## src/rtl/mod_updown_counter_pkg.sv

```systemverilog
// Shared types and helpers for the modulo-N up/down counter.
package counter_pkg;

  typedef enum logic [1:0] {
    IDLE = 2'b00,
    RUN  = 2'b01,
    DONE = 2'b10
  } cnt_state_t;

  // Wide enough for any legal WIDTH (up to 16) plus the 2**WIDTH modulus.
  typedef logic [16:0] clamp_t;

  // Load values outside the count range are clamped to the top count.
  function automatic clamp_t clamp_load(input clamp_t val, input clamp_t modulus);
    return (val >= modulus) ? (modulus - clamp_t'(1)) : val;
  endfunction

  // Parameter legality: WIDTH 2..16, MODULUS 2..2**WIDTH.
  function automatic bit params_ok(input int width, input int modulus);
    return (width >= 2) && (width <= 16) && (modulus >= 2) && (modulus <= (1 << width));
  endfunction

endpackage

```

## src/rtl/mod_updown_counter_if.sv

```systemverilog
// Control/status bundle between a counter user (master) and the counter (slave).
interface mod_updown_counter_if #(
  parameter int WIDTH = 4
);
  logic             EN;
  logic             UP;
  logic             LOAD;
  logic [WIDTH-1:0] LOAD_VAL;
  logic             START;
  logic [WIDTH-1:0] Q;
  logic             TC;
  logic             WRAP;
  logic             BUSY;

  modport master (
    output EN, UP, LOAD, LOAD_VAL, START,
    input  Q, TC, WRAP, BUSY
  );

  modport slave (
    input  EN, UP, LOAD, LOAD_VAL, START,
    output Q, TC, WRAP, BUSY
  );
endinterface

```

## src/rtl/mod_updown_counter_core.sv

```systemverilog
// Count register with load clamp, modulo next-value logic and terminal detect.
module mod_counter_core
  import counter_pkg::*;
#(
  parameter int WIDTH   = 4,
  parameter int MODULUS = 10
) (
  input  logic             clk,
  input  logic             rst_n,
  input  logic             advance,
  input  logic             up,
  input  logic             load,
  input  logic [WIDTH-1:0] load_val,
  output logic [WIDTH-1:0] q,
  output logic             at_term
);

  localparam logic [WIDTH-1:0] cnt_max = WIDTH'(MODULUS - 1);

  logic [WIDTH-1:0] q_d;
  logic [WIDTH-1:0] q_q;

  assign q       = q_q;
  assign at_term = up ? (q_q == cnt_max) : (q_q == '0);

  // Next count: load has priority over stepping; stepping wraps at the range ends.
  always_comb begin
    q_d = q_q;
    if (load) begin
      q_d = WIDTH'(clamp_load(clamp_t'(load_val), clamp_t'(MODULUS)));
    end else if (advance) begin
      if (up) q_d = (q_q == cnt_max) ? '0 : q_q + WIDTH'(1);
      else    q_d = (q_q == '0) ? cnt_max : q_q - WIDTH'(1);
    end
  end

  // Count register.
  always_ff @(posedge clk or negedge rst_n) begin
    if (!rst_n) q_q <= '0;
    else        q_q <= q_d;
  end

endmodule

```

## src/rtl/mod_updown_counter.sv

```systemverilog
// Modulo-N up/down counter with parallel load, wrap pulse and optional one-shot run control.
module mod_updown_counter
  import counter_pkg::*;
#(
  parameter int WIDTH    = 4,
  parameter int MODULUS  = 10,
  parameter int ONE_SHOT = 0
) (
  input  logic CLK,
  input  logic RST_N,
  mod_updown_counter_if.slave bus
);

  if (!params_ok(WIDTH, MODULUS)) begin : g_param_err
    $error("mod_updown_counter: illegal WIDTH/MODULUS combination");
  end

  localparam bit one_shot_mode = (ONE_SHOT != 0);

  cnt_state_t state_d, state_q;
  logic       wrap_d, wrap_q;
  logic       stepped_d, stepped_q;
  logic       counting, at_term, tc, stop, advance;

  // In one-shot mode the stop only fires once the run has stepped at least once,
  // so a restart from DONE (already at terminal) first wraps and keeps running.
  assign counting = one_shot_mode ? (state_q == RUN) : 1'b1;
  assign tc       = bus.EN & counting & at_term;
  assign stop     = one_shot_mode & tc & ~bus.LOAD & stepped_q;
  assign advance  = bus.EN & counting & ~stop;

  mod_counter_core #(
    .WIDTH   (WIDTH),
    .MODULUS (MODULUS)
  ) u_core (
    .clk      (CLK),
    .rst_n    (RST_N),
    .advance  (advance),
    .up       (bus.UP),
    .load     (bus.LOAD),
    .load_val (bus.LOAD_VAL),
    .q        (bus.Q),
    .at_term  (at_term)
  );

  assign bus.TC   = tc;
  assign bus.WRAP = wrap_q;
  assign bus.BUSY = one_shot_mode ? (state_q == RUN) : 1'b1;

  // Run-control FSM, stepped-in-run flag and wrap event.
  always_comb begin
    state_d   = state_q;
    stepped_d = 1'b0;
    wrap_d    = tc & ~bus.LOAD;
    if (one_shot_mode) begin
      case (state_q)
        IDLE:    if (bus.START) state_d = RUN;
        RUN:     if (stop)      state_d = DONE;
        DONE:    if (bus.START) state_d = RUN;
        default: state_d = IDLE;
      endcase
      stepped_d = (state_q == RUN) & (stepped_q | (bus.EN & ~bus.LOAD));
    end else begin
      state_d = IDLE;
    end
  end

  // State, flag and wrap registers.
  always_ff @(posedge CLK or negedge RST_N) begin
    if (!RST_N) begin
      state_q   <= IDLE;
      stepped_q <= 1'b0;
      wrap_q    <= 1'b0;
    end else begin
      state_q   <= state_d;
      stepped_q <= stepped_d;
      wrap_q    <= wrap_d;
    end
  end

endmodule
```

## src/flat_wrapper.sv

```systemverilog
// flat-port wrapper written by rule: the top's interface ports become plain ports
module mod_updown_counter_flat import counter_pkg::*;
#(
  parameter int WIDTH    = 4,
  parameter int MODULUS  = 10,
  parameter int ONE_SHOT = 0
)
  (CLK, RST_N, bus_EN, bus_UP, bus_LOAD, bus_LOAD_VAL, bus_START, bus_Q, bus_TC, bus_WRAP, bus_BUSY);
  mod_updown_counter_if #(.WIDTH(WIDTH)) bus_i ();
  input  logic CLK;
  input  logic RST_N;
  input wire logic [$bits(bus_i.EN)-1:0] bus_EN;
  input wire logic [$bits(bus_i.UP)-1:0] bus_UP;
  input wire logic [$bits(bus_i.LOAD)-1:0] bus_LOAD;
  input wire logic [$bits(bus_i.LOAD_VAL)-1:0] bus_LOAD_VAL;
  input wire logic [$bits(bus_i.START)-1:0] bus_START;
  output wire logic [$bits(bus_i.Q)-1:0] bus_Q;
  output wire logic [$bits(bus_i.TC)-1:0] bus_TC;
  output wire logic [$bits(bus_i.WRAP)-1:0] bus_WRAP;
  output wire logic [$bits(bus_i.BUSY)-1:0] bus_BUSY;
  assign bus_i.EN = bus_EN;
  assign bus_i.UP = bus_UP;
  assign bus_i.LOAD = bus_LOAD;
  assign bus_i.LOAD_VAL = bus_LOAD_VAL;
  assign bus_i.START = bus_START;
  assign bus_Q = bus_i.Q;
  assign bus_TC = bus_i.TC;
  assign bus_WRAP = bus_i.WRAP;
  assign bus_BUSY = bus_i.BUSY;
  mod_updown_counter #(.WIDTH(WIDTH), .MODULUS(MODULUS), .ONE_SHOT(ONE_SHOT)) u_core (.CLK(CLK), .RST_N(RST_N), .bus(bus_i));
endmodule
```

## config.mk

```make
export PLATFORM = sky130hd
export DESIGN_NAME = mod_updown_counter_flat
export DESIGN_NICKNAME = d
export VERILOG_FILES = /design/src/rtl/mod_updown_counter_pkg.sv /design/src/rtl/mod_updown_counter_if.sv /design/src/rtl/mod_updown_counter_core.sv /design/src/rtl/mod_updown_counter.sv /design/src/flat_wrapper.sv
export SDC_FILE = /design/constraint.sdc
export NUM_CORES = 1
export LEC_CHECK = 0
export CORE_AREA = 2 2 39 41
export DETAILED_ROUTE_END_ITERATION = 6
export DIE_AREA = 0 0 41 43
export SYNTH_ARGS = -nofsm -noshare
export SYNTH_HDL_FRONTEND = slang
export SYNTH_SLANG_ARGS = --single-unit
```

## constraint.sdc

```tcl
create_clock -name CLK -period 1.2 [get_ports CLK]
set_input_delay 0.36 -clock CLK [delete_from_list [all_inputs] [get_ports CLK]]
set_output_delay 0.36 -clock CLK [all_outputs]
set_load 0.01 [all_outputs]
```

==> impl_metrics.tcl, run 1 <==
set metrics [dict create \
    syn_area_um2 414 \
    synthTopCellsByCount "o21ai_0 (6), dfrtp_1 (5), nor2_1 (5)" \
    initial_utilization 0.299 \
    internal_power_uw 531 \
    syn_nets 65 \
    cts-htree-levels 1 \
    syn_inst 55 \
    setup_viol 9 \
    fin_setup_tns_ps -1840 \
    setup.worst_path.class "flip-flop to primary output" \
    power_density_nw_per_um2 1010 \
    finalNetCount 98 \
    dr_wl_met3_um 85 \
    p_comb_frac 0.492 \
    drive_gt1_frac 0.414 \
    syn2layout_area_growth_pct 89.4 \
    pin_count 17 \
    num_vias 539 \
    drcViolationCount 0 \
    numPortBuffers 14 \
    cpPeakStageDelay_ps 380 \
    clkTransAtPathRegs_ps 50 \
    worstPathCellList "or2_1 > o21ai_1 > and3_4 > buf_6" \
    cts_made_buffers 3 \
    cts_sinks 5 \
    die_y_um 43 \
    fin_area_um2 785 \
    drt_iter0_drc 20 \
    gp_congestion 0.857 \
    wl_um 1440 \
    grt-ovfl-total 0 \
    crit_fanout 2 \
    synth_edf_count 0 \
    yosysTopAreaCell "dfrtp_1" \
    endpoint_kind "primary output" \
    p_sw_frac 0.332 \
    rsz0062_at_grt "true" \
    whs_ps 334 \
    n_fill_cell 121 \
    cp_slowest_cell "dfrtp_1" \
    cts_root_buffer "clkbuf_4" \
    slew_violations 0 \
    maxCapViolCount 0 \
    multi_input_area_um2 295 \
    fin_crit_ps 1660 \
    grt_pass1_wl_um 2230 \
    wl_met1_um 620 \
    yosys_warnings 0 \
    postLayoutCoreUtil 0.567 \
    yosysMostFrequentCell "o21ai_0" \
    seq_area_frac_synth 0.302 \
    fmax_ghz 0.603 \
    p_total_uw 795 \
    synth-main-ff-cell "dfrtp_1" \
    antenna_found_initial 0 \
    gr-usage-all-layers 0.186 \
    detail_route.vias_per_cell 5.23 \
    violations "setup timing" \
    start_kind "flip-flop" \
    vdd_drop_max_v 0.000338 \
    r2r_slack_ps -230 \
    cp_top_family "simple AND/OR/NAND/NOR gates" \
    synth-seq-cells 5 \
    drtAntennaViolNets 0 \
    area.sequential_um2 125 \
    crit_buf_inv 1 \
    rows 14 \
    seqPwrFrac 0.249 \
    core_area_um2 1380 \
    hp-class "input port to async pin" \
    dp_hpwl_um 909 \
    fp.dieArea_um2 1760 \
    hold_violations 0 \
    fin_cells 103 \
    firstDrtPassIters 4 \
    dr.max_layer_used "met4" \
    fin_worst_skew_ps 5.56 \
    pre_cts_ws_ps -1020 \
    synthTopCellsByArea "dfrtp_1 (30%), o21ai_0 (7.3%), nand2b_1 (4.5%)" \
    p_leak_nw 0.351 \
    p_clk_frac 0.259 \
    placed_area_um2 622 \
    worstPathRequired_ps 840 \
    grt_max_degree 10 \
    grt_pass1_vias 530 \
    clk_latency_ps 250 \
    cts_buffer_depth 2 \
    status "finished, violations left" \
    route.met2.wl_um 714 \
    dp.cells 90 \
    synth_top_area_frac 0.302 \
    period_share 1.38 \
    layout_setup_ws_ps -460 \
    netSwitchingPower_uw 263 \
    arrival_ps 1300 \
    async_flop_share 1.00 \
    wl_per_cell_um 14.0 \
    tritoncts "done" \
    synth.distinct_cells 28 \
    die_width_um 41 \
    diodes 0 \
    syn_area_per_cell_um2 7.53 \
]
-- registers in the layout, indices dropped and copies added, names as in the netlist --
register and cells:
u_core.u_core.q 4, u_core.bus.WRAP 1
-- metal layers --
| metal | GRT usage | vias up |
|---|---|---|
| met3 | 0.0209 | 2 |
| li1 | - | 261 |
| met2 | 0.303 | 29 |
| met1 | 0.227 | 247 |
| met5 | 0 | - |
| met4 | 0.0933 | 0 |
-- area by class of cell --
type	count	share of cell area
sequential	5	0.159
tap	16	0.0255
clock buffer	4	0.0335
inverter	2	0.00957
timing repair buffer	33	0.396
multi-input combinational	43	0.376
-- path summary, 6_finish.rpt --
kind / start / cells after the start / end
setup / recovery: u_core.u_core.q[0]$_DFFE_PN0P_ / 4 / bus_TC
hold / removal: RST_N / 1 / u_core.bus.WRAP$_DFF_PN0_
setup reg to reg: u_core.u_core.q[0]$_DFFE_PN0P_ / 8 / u_core.u_core.q[3]$_DFFE_PN0P_
hold reg to reg: u_core.u_core.q[2]$_DFFE_PN0P_ / 3 / u_core.bus.WRAP$_DFF_PN0_
max in group asynchronous: RST_N / 1 / u_core.u_core.q[1]$_DFFE_PN0P_
min in group CLK: bus_LOAD_VAL[1] / 3 / u_core.u_core.q[1]$_DFFE_PN0P_
-- cell families after synthesis --
logic type | share of synthesized area
compound gates | 0.290
xor+xnor | 0.0212
buf+inv | 0.0967
flops | 0.302
other cells | 0.00905
simple gates | 0.281
-- power groups by stage --
stage	clock network, mW	logic (mW)	registers, mW
after global placement	0	0.261	0.199
final	0.206	0.391	0.198
after CTS	0.207	0.361	0.198
after floorplan	0	0.127	0.211
after detailed placement	0	0.263	0.199
after global routing	0.214	0.417	0.200
-- repair_timing --
item / in CTS / in global routing
hold buffers: 0 / 0
pin swaps: 10 / 6
endpoints found under the setup margin: 10 / 11
gates resized for setup: 47 / 6
buffers inserted: 6 / 5
-- worst register-to-register path: stages, from the launching register on --
cell and delay (ps):
dfrtp_1 380, buf_4 140, buf_6 110, buf_8 130, buf_4 130, buf_6 120, inv_1 40, o21ai_1 70
a32oi_1 220
-- cell usage in the layout, fill, tap and decap left out, types with 2 or more instances in the layout --
cell type and n:
buf_4 13, buf_6 10, clkbuf_4 3, clkdlybuf4s50_1 7, dfrtp_1 5, inv_1 2, nand2_1 3, nand2b_1 3
nor2_1 4, nor2b_1 2, o21a_1 2, o21ai_0 2, o21ai_1 7
Power figures use the tool's default switching activity.
==> inputs of run 2 (changes only) <==
--- a/config.mk
+++ b/config.mk
@@ -5,9 +5,9 @@
 export SDC_FILE = /design/constraint.sdc
 export NUM_CORES = 1
 export LEC_CHECK = 0
-export CORE_AREA = 2 2 39 41
+export CORE_AREA = 2 2 41 43
 export DETAILED_ROUTE_END_ITERATION = 6
-export DIE_AREA = 0 0 41 43
+export DIE_AREA = 0 0 43 45
 export SYNTH_ARGS = -nofsm -noshare
 export SYNTH_HDL_FRONTEND = slang
 export SYNTH_SLANG_ARGS = --single-unit
==> run 2 against run 1 <==
Compared with the run above: the run still ends with setup timing left; flip-flop and latch count stayed put; sequential share of layout area is 1.7 points lower; setup slack worse by 19 ps; non-clock buffer count stayed put; global-route usage is 1.7 points lower; clock power hardly changed; combinational power is 19% higher; first-iteration DRC count is 45% lower; worst hold slack worse by 6.2 ps; critical endpoint unchanged.
==> impl_metrics.tcl, run 2 (same netlist as run 1, synthesis figures left out) <==
set metrics [dict create \
    worstPathRequired_ps 840 \
    maxCapViolCount 0 \
    drtAntennaViolNets 0 \
    placed_area_um2 629 \
    vdd_drop_max_v 0.000519 \
    final_cell_mix "buf_6 (12), buf_4 (9), clkdlybuf4s50_1 (7)" \
    multi_input_area_um2 373 \
    cts_buffer_depth 2 \
    grt_pass1_wl_um 2350 \
    gp_congestion 0.826 \
    grt_max_degree 10 \
    antenna_found_initial 0 \
    rsz0062_at_grt "true" \
    crit_buf_inv 1 \
    slew_violations 0 \
    largest_reg_flops 4 \
    final_common_cell "buf_6" \
    status "finished, violations left" \
    period_share 1.40 \
    grt-ovfl-total 0 \
    diodes 0 \
    cts_root_buffer "clkbuf_4" \
    fin_setup_tns_ps -1840 \
    grt_pass1_vias 509 \
    layout_setup_ws_ps -479 \
    power_density_nw_per_um2 987 \
    hp-class "input port to async pin" \
    detail_route.vias_per_cell 5.15 \
    hold_violations 0 \
    tritoncts "done" \
    ctsHoldBuffers 0 \
    die_width_um 43 \
    drcViolationCount 0 \
    syn2layout_area_growth_pct 112 \
    pin_count 17 \
    clkTransAtPathRegs_ps 50 \
    clk_latency_ps 250 \
    dp_hpwl_um 881 \
    cts-htree-levels 1 \
    cts_sinks 5 \
    drive_gt1_frac 0.540 \
    fin_crit_ps 1680 \
    p_leak_nw 0.379 \
    num_vias 530 \
    numPortBuffers 14 \
    cp_top_family "simple AND/OR/NAND/NOR gates" \
    start_kind "flip-flop" \
    die_y_um 45 \
    cts_made_buffers 3 \
    rows 14 \
    setup_viol 9 \
    cp_slowest_cell "dfrtp_1" \
    finalNetCount 98 \
    worstPathCellList "or2_1 > o21ai_2 > and3_4 > buf_6" \
    core_area_um2 1470 \
    wl_per_cell_um 15.1 \
    n_fill_cell 134 \
    arrival_ps 1320 \
    fmax_ghz 0.596 \
    drt_iter0_drc 11 \
    wl_um 1560 \
    crit_fanout 2 \
    initial_utilization 0.281 \
    postLayoutCoreUtil 0.598 \
    cpPeakStageDelay_ps 390 \
    fin_area_um2 880 \
    gr-usage-all-layers 0.169 \
    whs_ps 328 \
    violations "setup timing" \
    area.sequential_um2 125 \
    fin_worst_skew_ps 0.647 \
    endpoint_kind "primary output" \
    setup.worst_path.class "flip-flop to primary output" \
    firstDrtPassIters 4 \
    fp.dieArea_um2 1940 \
]
## run 2: cell count changes in the layout (fill, tap and decap cells not counted), moves of 2 or more
| cell | previous run | this run |
|---|---|---|
| o21ai_1 | 7 | 2 |
| buf_4 | 13 | 9 |
| o21ai_0 | 2 | 4 |
| o21ai_2 | 0 | 3 |
| buf_6 | 10 | 12 |
## run 2: through the flow
| step | power, mW | cells | worst slack, ps |
|---|---|---|---|
| after floorplan | 0.338 | 55 | -237 |
| after global placement | 0.465 | 91 | -1030 |
| after detailed placement | 0.467 | 91 | -1080 |
| after CTS | 0.807 | 104 | -458 |
| after global routing | 0.913 | 103 | -515 |
| final | 0.868 | 103 | -479 |
## run 2: layout make-up
| type | instances | area share |
|---|---|---|
| Clock inverter | 1 | 0.00569 |
| Tap cell | 16 | 0.0228 |
| Timing Repair Buffer | 33 | 0.371 |
| Clock buffer | 3 | 0.0256 |
| Multi-Input combinational cell | 43 | 0.424 |
| Inverter | 2 | 0.00853 |
| Sequential cell | 5 | 0.142 |
## run 2: worst register-to-register path: cells and delay by family (launching register included)
| kind | cells | cell delay (ps) |
|---|---|---|
| AOI/OAI and AO/OA | 3 | 440 |
| and+or+nand+nor | 1 | 170 |
| DFF | 1 | 390 |
| buffers and inverters | 3 | 400 |
## run 2: report_power, final
part / total [mW] / internal (mW) / switching (mW)
logic: 0.465 / 0.251 / 0.215
registers: 0.199 / 0.186 / 0.0126
clock network: 0.204 / 0.121 / 0.0825
total: 0.868 / 0.558 / 0.310
## run 2: final timing paths
check                                                from                             end  slack (ps)  depth (start not counted)
setup / recovery           u_core.u_core.q[0]$_DFFE_PN0P_                          bus_TC        -480                          4
hold / removal                                      RST_N  u_core.u_core.q[1]$_DFFE_PN0P_         330                          1
setup reg to reg           u_core.u_core.q[0]$_DFFE_PN0P_  u_core.u_core.q[2]$_DFFE_PN0P_        -300                          7
hold reg to reg            u_core.u_core.q[3]$_DFFE_PN0P_  u_core.u_core.q[3]$_DFFE_PN0P_         750                          3
max in group asynchronous                           RST_N  u_core.u_core.q[3]$_DFFE_PN0P_         690                          1
min in group CLK                          bus_LOAD_VAL[1]  u_core.u_core.q[1]$_DFFE_PN0P_         730                          3
## run 2: timing repair
item                                    4_1_cts  5_1_grt
cloned                                        1        0
pin swaps                                    12        7
buffers inserted                              8        4
endpoints found under the setup margin       10       11
resized for setup                            54       19
## run 2: per-layer routing
metal / routed length, µm / track usage / part of all wire
met1: 657 / 0.208 / 0.42
met2: 811 / 0.267 / 0.52
met3: 64 / 0.0520 / 0.041
met4: 22 / 0.0909 / 0.014
met5: 0 / 0 / 0
==> patch: new RTL, flow settings as in run 2 <==
`WIDTH` is set to 4 in 4 places; all go to 5.
--- a/src/rtl/mod_updown_counter_if.sv
+++ b/src/rtl/mod_updown_counter_if.sv
@@ -2,3 +2,3 @@
 interface mod_updown_counter_if #(
-  parameter int WIDTH = 4
+  parameter int WIDTH = 5
 );
--- a/src/rtl/mod_updown_counter_core.sv
+++ b/src/rtl/mod_updown_counter_core.sv
@@ -4,3 +4,3 @@
 #(
-  parameter int WIDTH   = 4,
+  parameter int WIDTH   = 5,
   parameter int MODULUS = 10
--- a/src/rtl/mod_updown_counter.sv
+++ b/src/rtl/mod_updown_counter.sv
@@ -4,3 +4,3 @@
 #(
-  parameter int WIDTH    = 4,
+  parameter int WIDTH    = 5,
   parameter int MODULUS  = 10,
--- a/src/flat_wrapper.sv
+++ b/src/flat_wrapper.sv
@@ -3,3 +3,3 @@
 #(
-  parameter int WIDTH    = 4,
+  parameter int WIDTH    = 5,
   parameter int MODULUS  = 10,
Ports: changed (resized bus_LOAD_VAL and bus_Q); port bits go from 17 to 19. The function was not compared with the original's and may differ.
==> patch against run 2 <==
The flow still finishes with violations (negative setup slack); area after synthesis is 32% higher; total power rose by 34%; final area is 32% higher; worst setup slack lost 0.092 ns; synthesized cell count grew 33%; non-clock buffer count grew 20; wire length increased by 31%; sequential cell count is 1 higher; largest cell class unchanged.
==> patch: results (changes against run 2) <==
SYN_AVG_CELL_AREA_UM2=7.473  # -0.76%
SW_RATIO_PCT=35.78  # +0.085 points
SYNTH_COMMONEST_CELLS='sky130_fd_sc_hd__nor2_1 (8), sky130_fd_sc_hd__a21oi_1 (7), sky130_fd_sc_hd__dfrtp_1 (6), sky130_fd_sc_hd__nand2_1 (5), sky130_fd_sc_hd__nand3_1 (4)'
FAILED_CHECKS='negative setup slack'
PORT_BUFFERS=16  # +2
PLACE_WS_NS=-1.021  # +0.05529 ns
GRT_PASS1_WL_MM=3.429  # +46%
CTSLONGESTPATHBUFFERS=2  # unchanged
KIND_OF_CRITICAL_PATH='register to register'
POWER.SWITCHING_W=0.0004160  # +34%
HPWL_MM=1.313  # +49%
GR-USAGE-ALL-LAYERS_PCT=24.32  # +7.4 points
TNS_NS=-3.559  # -1.719 ns
POWER_FRAC_SEQ_PCT=21.6  # -1.3 points
GPL.FINAL_WEIGHTED_CONGESTION=0.8535  # +3.4%
PEAKVDDDROP_uV=902.5  # +74%
NNETSFINAL=139  # +42%
FINALWIRELENGTH_MM=2.039  # +31%
POST-CTS-SETUP-BUFFERS=14  # +6
CRITICAL-PATH-MAX-STAGE-DELAY_NS=0.49  # +0.10 ns
DRT-PASS1-ITER-COUNT=5  # +1
HOLD_WS_NS=0.3436  # +0.01566 ns
CTS_RESIZED=60  # +11%
R2R-END='u_core.u_core.q[1]'
WORST_SETUP_SLACK_AFTER_LAYOUT_NS=-0.5705  # -0.09175 ns
DETAILED_PLACE.AREA_UM2=893.4  # +42%
FRACTION_OF_FINAL_LAYOUT_CELLS_SIZED_BEYOND_DRIVE_STRENGTH_1_PCT=55.65  # +1.6 points
FIN_WORST_SKEW_NS=0.01007  # +0.009426 ns
DRT_ITER0_DRC=14  # +3
LARGEST_REGISTER_FFS=5  # +1
POST_SYN_NETS=87  # +34%
NUMBER_OF_GLOBAL_ROUTE_VIAS_BEFORE_REPAIR=827  # +62%
WIRE_PER_INST_UM=14.56  # -3.5%
AREA_CONTRIBUTORS_POST_SYNTH='sky130_fd_sc_hd__dfrtp_1 (28%), sky130_fd_sc_hd__ha_1 (6.9%), sky130_fd_sc_hd__a21oi_1 (6.4%), sky130_fd_sc_hd__nor2_1 (5.5%), sky130_fd_sc_hd__mux2i_1 (3.7%)'
WORSTPATHMAXFANOUT=3  # +1
FINALSETUPVIOLATIONS=12  # +3
PLACED_CELLS_INCL_TAPS=122  # +34%
VIAS=770  # +45%
RUN_STATUS='finished with violations'
FINAL.FILL_COUNT=102  # -24%
==> patch: logic make-up after synthesis <==
logic type / after synthesis / share of synthesized area (%)
compound gates: 22 / 25.00
mux: 2 / 3.670
flops: 6 / 27.52
buf+inv: 9 / 7.569
simple gates: 29 / 27.07
fa+ha+maj: 3 / 6.881
xor+xnor: 1 / 1.606
other cells: 1 / 0.6874
==> patch: layer usage <==
layer	track usage, %	vias to the layer above	part of all wire [%]	wire (µm)
met5	0	-	0	0
met4	18.79	0	5.4	110
met3	5.600	12	5.7	116
met2	43.03	40	52	1060
met1	25.00	353	37	752
li1	-	365	-	-
==> patch: final cells by class <==
| cell class | count | area, µm² | area share (%) |
|---|---|---|---|
| multi-input combinational | 58 | 479.2 | 41.32 |
| timing repair buffer | 53 | 467.9 | 40.35 |
| sequential | 6 | 152.6 | 13.16 |
| clock buffer | 4 | 26.28 | 2.265 |
| tap | 16 | 20.02 | 1.726 |
| inverter | 3 | 13.76 | 1.187 |
